### src/rtl/uart_pkg.sv
// Shared types and constants for the 24-bit word UART transmitter.
// Holds the FSM state enum, frame geometry and a byte-select helper.
package uart_pkg;

    typedef enum logic [1:0] {
        IDLE,
        START,
        DATA,
        STOP
    } state_e;

    localparam int FRAME_BITS     = 10;
    localparam int BYTES_PER_WORD = 3;
    localparam int DATA_BITS      = 8;

    // Byte 0 is the most significant byte of the word.
    function automatic logic [7:0] word_byte(
        input logic [23:0] w,
        input logic [1:0]  idx
    );
        logic [7:0] b;
        b = w[7:0];
        unique case (idx)
            2'd0:    b = w[23:16];
            2'd1:    b = w[15:8];
            default: b = w[7:0];
        endcase
        return b;
    endfunction

endpackage

### src/rtl/baud_tick.sv
// Bit-period timer: counts 0..CLKS_PER_BIT-1 and pulses tick on the wrap.
// Ports: clk, rst (sync, active-high), clear (restart at 0), tick (pulse).
module baud_tick #(
    parameter int CLKS_PER_BIT = 868
) (
    input  logic clk,
    input  logic rst,
    input  logic clear,
    output logic tick
);

    localparam int CW = $clog2(CLKS_PER_BIT);
    localparam logic [CW-1:0] LAST = CW'(CLKS_PER_BIT - 1);

    logic [CW-1:0] cnt_q;
    logic [CW-1:0] cnt_d;

    always_comb begin
        cnt_d = cnt_q + CW'(1);
        if (clear || cnt_q == LAST) begin
            cnt_d = '0;
        end
    end

    always_ff @(posedge clk) begin
        if (rst) begin
            cnt_q <= '0;
        end else begin
            cnt_q <= cnt_d;
        end
    end

    assign tick = (cnt_q == LAST);

endmodule

### src/rtl/word_uart_tx.sv
// Sends one 24-bit word per valid/ready handshake as three 8N1 frames, MSB byte first.
// Ports: clk, rst (sync, active-high), in_data/in_valid/in_ready, tx, busy, done.
module word_uart_tx
    import uart_pkg::*;
#(
    parameter int CLKS_PER_BIT = 868
) (
    input  logic        clk,
    input  logic        rst,
    input  logic [23:0] in_data,
    input  logic        in_valid,
    output logic        in_ready,
    output logic        tx,
    output logic        busy,
    output logic        done
);

    if (CLKS_PER_BIT < 2) begin : g_bad_cpb
        $error("word_uart_tx: CLKS_PER_BIT must be >= 2");
    end

    state_e      state_q, state_d;
    logic [23:0] word_q, word_d;
    logic [7:0]  sh_q, sh_d;
    logic [2:0]  bit_q, bit_d;
    logic [1:0]  byte_q, byte_d;
    logic        tx_q, tx_d;
    logic        busy_q, busy_d;
    logic        done_q, done_d;
    logic        rdy_q, rdy_d;
    logic        clear;
    logic        tick;
    logic [7:0]  cur_byte;

    baud_tick #(
        .CLKS_PER_BIT(CLKS_PER_BIT)
    ) u_baud (
        .clk  (clk),
        .rst  (rst),
        .clear(clear),
        .tick (tick)
    );

    assign cur_byte = word_byte(word_q, byte_q);

    always_comb begin
        state_d = state_q;
        word_d  = word_q;
        sh_d    = sh_q;
        bit_d   = bit_q;
        byte_d  = byte_q;
        tx_d    = tx_q;
        busy_d  = busy_q;
        done_d  = 1'b0;
        rdy_d   = rdy_q;
        clear   = 1'b0;

        unique case (state_q)
            IDLE: begin
                tx_d   = 1'b1;
                busy_d = 1'b0;
                rdy_d  = 1'b1;
                if (in_valid && rdy_q) begin
                    word_d  = in_data;
                    state_d = START;
                    tx_d    = 1'b0;
                    busy_d  = 1'b1;
                    rdy_d   = 1'b0;
                    byte_d  = '0;
                    bit_d   = '0;
                    // restart the bit timer so the start bit is full length
                    clear   = 1'b1;
                end
            end
            START: begin
                if (tick) begin
                    state_d = DATA;
                    tx_d    = cur_byte[0];
                    sh_d    = cur_byte >> 1;
                    bit_d   = '0;
                end
            end
            DATA: begin
                if (tick) begin
                    if (bit_q == 3'(DATA_BITS - 1)) begin
                        state_d = STOP;
                        tx_d    = 1'b1;
                    end else begin
                        bit_d = bit_q + 3'd1;
                        tx_d  = sh_q[0];
                        sh_d  = sh_q >> 1;
                    end
                end
            end
            STOP: begin
                if (tick) begin
                    if (byte_q < 2'(BYTES_PER_WORD - 1)) begin
                        byte_d  = byte_q + 2'd1;
                        state_d = START;
                        tx_d    = 1'b0;
                    end else begin
                        state_d = IDLE;
                        tx_d    = 1'b1;
                        busy_d  = 1'b0;
                        done_d  = 1'b1;
                        rdy_d   = 1'b1;
                    end
                end
            end
            default: begin
                state_d = IDLE;
            end
        endcase
    end

    always_ff @(posedge clk) begin
        if (rst) begin
            state_q <= IDLE;
            word_q  <= '0;
            sh_q    <= '0;
            bit_q   <= '0;
            byte_q  <= '0;
            tx_q    <= 1'b1;
            busy_q  <= 1'b0;
            done_q  <= 1'b0;
            rdy_q   <= 1'b0;
        end else begin
            state_q <= state_d;
            word_q  <= word_d;
            sh_q    <= sh_d;
            bit_q   <= bit_d;
            byte_q  <= byte_d;
            tx_q    <= tx_d;
            busy_q  <= busy_d;
            done_q  <= done_d;
            rdy_q   <= rdy_d;
        end
    end

    assign in_ready = rdy_q;
    assign tx       = tx_q;
    assign busy     = busy_q;
    assign done     = done_q;

endmodule

### config.mk
export PLATFORM = sky130hd
export DESIGN_NAME = word_uart_tx
export DESIGN_NICKNAME = d
export VERILOG_FILES = /design/src/rtl/uart_pkg.sv /design/src/rtl/baud_tick.sv /design/src/rtl/word_uart_tx.sv
export SDC_FILE = /design/constraint.sdc
export NUM_CORES = 1
export LEC_CHECK = 0
export CAP_MARGIN = 20
export CORE_UTILIZATION = 50
export DETAILED_ROUTE_END_ITERATION = 10
export GPL_TIMING_DRIVEN = 0
export PLACE_DENSITY_LB_ADDON = 0.15
export SYNTH_ARGS = -nofsm -noshare
export SYNTH_HDL_FRONTEND = slang
export SYNTH_SLANG_ARGS = --single-unit
### constraint.sdc
create_clock -name clk -period 3.05 [get_ports clk]
set_input_delay 0.4575 -clock clk [delete_from_list [all_inputs] [get_ports clk]]
set_output_delay 0.4575 -clock clk [all_outputs]
set_load 0.005 [all_outputs]
Word level (Yosys, flattened, before mapping)
Index checks and enable logic that the tools add are counted.
- flip-flop bits (word level): 53
- bits of input ports: 27
- output and inout bits: 4
- word-level logic and storage cells: 82
- add/sub/neg operators: 3
- magnitude comparators: 1
- equality and inequality tests: 14
- multiplexer cells: 36
- bitwise operators: 2
- reductions and logical operators: 16
- operators with widths (operator ; number):
    $pmux 8 s2 ; 2
    $mux 8 ; 3
    $mux 2 ; 8
    $ne 2x2->1 const B ; 8
    $mux 1 ; 13
    $mux 3 ; 4
    $add 10x1->10 const B ; 1
    $eq 10x10->1 const B ; 1
    $reduce_and 5->1 ; 2
    $pmux 3 s3 ; 1
    $pmux 2 s4 ; 1
    $reduce_and 4->1 ; 2
    $reduce_and 3->1 ; 2
    $eq 2x1->1 const B ; 2
    $eq 2x2->1 const B ; 2
    $logic_not 2->1 ; 2
    $pmux 1 s2 ; 2
    $pmux 1 s4 ; 1
    $pmux 2 s2 ; 1
    $reduce_bool 2->1 ; 2
    $add 3x1->3 const B ; 1
    $eq 3x3->1 const B ; 1
    $reduce_bool 3->1 ; 1
    $reduce_or 3->1 ; 1
    7 further kinds ; 8

Longest topological paths before layout
- depth in word-level cells: 5
- mapped depth: 9
- mapped depth without buffers: 6

Modules after synthesis
From an unflattened synthesis, not the netlist that was laid out.
- cell total of the unflattened synthesis: 290
- area total of the unflattened synthesis: 2371.0 um^2
- by module, submodules not included (module ; times used ; cells each ; area an instance (um^2) ; seq. area each (um^2)):
    word_uart_tx ; 1 ; 237 ; 1916.8 ; 840.8
    baud_tick ; 1 ; 53 ; 454.2 ; 200.2

Least setup slack after synthesis
Ideal clock, no wire load.
- kind: register -> register
- start point: reg state_q[1]
- end point: reg state_q[0]
- setup time: 95 ps
- arrival: 1587 ps
- data required time: 2955 ps
- setup slack: 1368 ps
- stages on the path, launching flop included: 6
- path buffers: 1
- period minus slack after synthesis: 1682 ps
- cell sequence: dfxtp_1 ha_1 buf_2 or3_4 a211o_1 a221oi_1
- cells in the longest elaborated chain, start to end: 3
- elaborated cells between the ends (all ways): 11
- classes of those cells: 8 x eq/ne; 1 x mux; 2 x reduce/logical
- RTL lines (what ; line ; source):
    start, declared ; word_uart_tx.sv:22 ; state_e state_q, state_d;
    start signal, assigned ; word_uart_tx.sv:128 ; state_q <= state_d;
    $eq 2x2->1 (tied with other cells) ; word_uart_tx.sv:58 ; unique case (state_q)
    $ne 2x2->1 (no line) ; n/a ;
    $reduce_and 5->1 (no line) ; n/a ;
Parallel ways exist; a longest one is shown, timed or not.
A chain may end at the register's enable or synchronous reset.

Worst setup path after layout
- start point: reg state_q[0]
- end point: reg sh_q[0]
- cells in the longest elaborated chain, start to end: 3
- elaborated cells between the ends (all ways): 8
- classes of those cells: 5 x eq/ne; 1 x mux; 2 x reduce/logical
- RTL lines (what ; line ; source):
    $eq 2x2->1 / $eq 2x1->1 (equally long branches) ; word_uart_tx.sv:58 ;
    $ne 2x2->1 (no line) / $reduce_bool 2->1 (equally long branches) ; n/a ;
    $reduce_and 4->1 (no line) ; n/a ;
    end signal, assigned ; word_uart_tx.sv:120 ; sh_q <= '0;
    end signal, assigned ; word_uart_tx.sv:130 ; sh_q <= sh_d;
    end, declared ; word_uart_tx.sv:24 ; logic [7:0] sh_q, sh_d;
Parallel ways exist; a longest one is shown, timed or not.

==> metrics.csv <==
metric;value;unit
yosysMostFrequentCell;nand2_1;
row_count;25;
yosysTopAreaCellShare;41.54;%
grt_pass1_vias;2080;
insertion_delay;0.31;ns
synth_ff_type;dfxtp_1;
avgSynthCellArea;8.244;um2
power_leakage;1.052;nW
cts_setup_buffers;0;
h-tree-depth;2;
die_area;5299;um2
nets;379;
syn_area;2506;um2
end_kind;register;
synth_nets;342;
num_vias;2244;
max_stage_delay;0.40;ns
ctsResizeCount;0;
stdcell_area;2998;um2
wl_per_cell;13.83;um
antenna_found_initial;0;
cp_common_cell;buf_2;
synthCells;304;
fillers;447;
clock_skew;0.01434;ns
fin_hold_ws;0.4613;ns
coreArea;4786;um2
numCtsBuffers;5;
drc_errors;0;
synth_common_cells;nand2_1, dfxtp_1, a21oi_1, clkbuf_1, nand3_1;
dpl-instance-area;2890;um2
die_x;72.80;um
cts_buffer_depth;2;
power.density;648.3;nW/um2
portBuffers;30;
postCtsHoldBufs;0;
cp_max_fo;10;
setup_slack;0.9322;ns
final_util;62.64;%
die_h;72.80;um
yosysWarningCount;0;
outcome;finished, final reports clean;
cp_num_buf_inv;4;
ys_seq_elements;52;
start_kind;register;
synthTopCellsByArea;dfxtp_1, nand2_1, a21oi_1;
crit_type;reg2reg;
drv_cap;0;
cts_tree;built;
setup_tns;0;ns
critPathTopFamily;buffers and inverters;
post-place-ws;0.6135;ns
drt-vias-per-instance;5.487;
synth_edf_count;0;
crit_slowest_cell;clkbuf_1;
drt_first_iter_violations;119;
antenna_cells;0;
synth.distinct_cells;49;
critical_path_required;3.29;ns
max_freq;0.4722;GHz
clkTransAtPathRegs;0.10;ns
grtUsageTotal;23.01;%
finalNonFillerCells;409;
hold_class;reg2reg;
place_hpwl;3.987;mm
clock_sinks;52;
grt-ovfl-total;0;
slew_headroom;64.65;%
fin_crit_sh;69.44;%
drive_gt1_share;8.480;%
grt_pass1_wl;9.425;mm
drv_slew;0;
antenna_left;0;
place.gp.congestion;0.8258;
critPathArrivalTime;2.36;ns
hold_violations;0;
crit_chain;inv_1 -> ha_1 -> buf_2 -> buf_2 -> clkbuf_1 -> nand2_1 -> o221ai_1 -> nand3_1 -> a21oi_1;
worst_pin_slew;0.5303;ns
cts-root-buf;clkbuf_8;
ir_drop;0.3653;mV
placed_cells;401;
ys_async_sr_fraction;0;%
total_power;1.943;mW
start_util;52.37;%
yosysTopAreaCell;dfxtp_1;
ios;31;
area_growth_syn_to_layout;19.62;%
rsz0062_at_grt;no;
setup_viol;0;
grt_max_degree;16;
yosysSeqAreaShare;41.54;%
wirelength;5.658;mm
drtPass1Iterations;4;
post-route-min-period;2.118;ns
## cells in the final DEF (no fill, tap or decap), types with 2 or more instances in the layout
cell,instances
a211o_1,2
a211oi_1,2
a21o_1,2
a21oi_1,35
a22oi_1,8
a31oi_1,4
and3_1,4
buf_2,5
clkbuf_1,14
clkbuf_8,5
clkdlybuf4s50_1,30
dfxtp_1,52
ha_1,11
inv_1,8
nand2_1,61
nand2b_1,9
nand3_1,13
nand4_1,2
nor2_1,5
nor2_2,10
nor2b_1,3
nor3_1,2
nor4b_1,2
o21ai_0,11
o221ai_1,6
o31ai_1,3
xnor2_1,4
xor2_1,4
## routing by layer
metal | part of all wire [%] | routed length, um | global-route usage [%]
met1 | 48 | 2704 | 30.94
met2 | 47 | 2649 | 37.69
met3 | 4.3 | 242 | 4.420
met4 | 1.1 | 60 | 6.536
met5 | 0 | 0 | 0
## flip-flops by register name, summed over array words and instances (netlist names)
register,cells
state_q,2
in_ready,1
busy,1
byte_q,2
tx,1
u_baud.cnt_q,10
sh_q,7
word_q,24
bit_q,3
done,1
## worst reg2reg max path, cell delays in order, from the launching register on
cell,delay [ns]
dfxtp_1,0.35
inv_1,0.15
ha_1,0.19
buf_2,0.21
buf_2,0.25
clkbuf_1,0.40
nand2_1,0.10
o221ai_1,0.09
nand3_1,0.12
a21oi_1,0.18
## worst paths after layout
kind | from | end | slack (ns) | cells past startpoint
worst max-delay path | state_q[0]$_SDFFE_PP0P_ | sh_q[0]$_SDFFE_PP0P_ | 0.93 | 9
worst min-delay path | word_q[7]$_SDFFE_PP0P_ | word_q[7]$_SDFFE_PP0P_ | 0.46 | 2
worst max register to register | state_q[0]$_SDFFE_PP0P_ | sh_q[0]$_SDFFE_PP0P_ | 0.93 | 9
worst min register to register | word_q[7]$_SDFFE_PP0P_ | word_q[7]$_SDFFE_PP0P_ | 0.46 | 2
## cell type report
class / instances / area (um2) / share of cell area (%)
repair buffers: 30 / 300.3 / 10.02
flip-flops and latches: 52 / 1041 / 34.72
clock buffers: 6 / 72.57 / 2.421
multi-input cells: 224 / 1346 / 44.91
clock inverters: 2 / 35.03 / 1.169
plain buffers: 20 / 88.84 / 2.963
well taps: 67 / 83.83 / 2.796
inverters: 8 / 30.03 / 1.002
## cell families after synthesis
| logic type | Yosys count | share of synthesized area [%] |
|---|---|---|
| simple gates | 123 | 24.96 |
| flops | 52 | 41.54 |
| mux | 1 | 0.3994 |
| buf+inv | 28 | 4.743 |
| fa+ha+maj | 11 | 5.492 |
| compound gates | 81 | 20.07 |
| xor+xnor | 8 | 2.796 |
## power by group
group / internal, mW / leakage, nW / switching [mW]
Combinational: 0.265 / 0.574 / 0.387
Clock: 0.244 / 0.0552 / 0.231
Sequential: 0.758 / 0.422 / 0.0591
(Power assumes the default switching activity.)
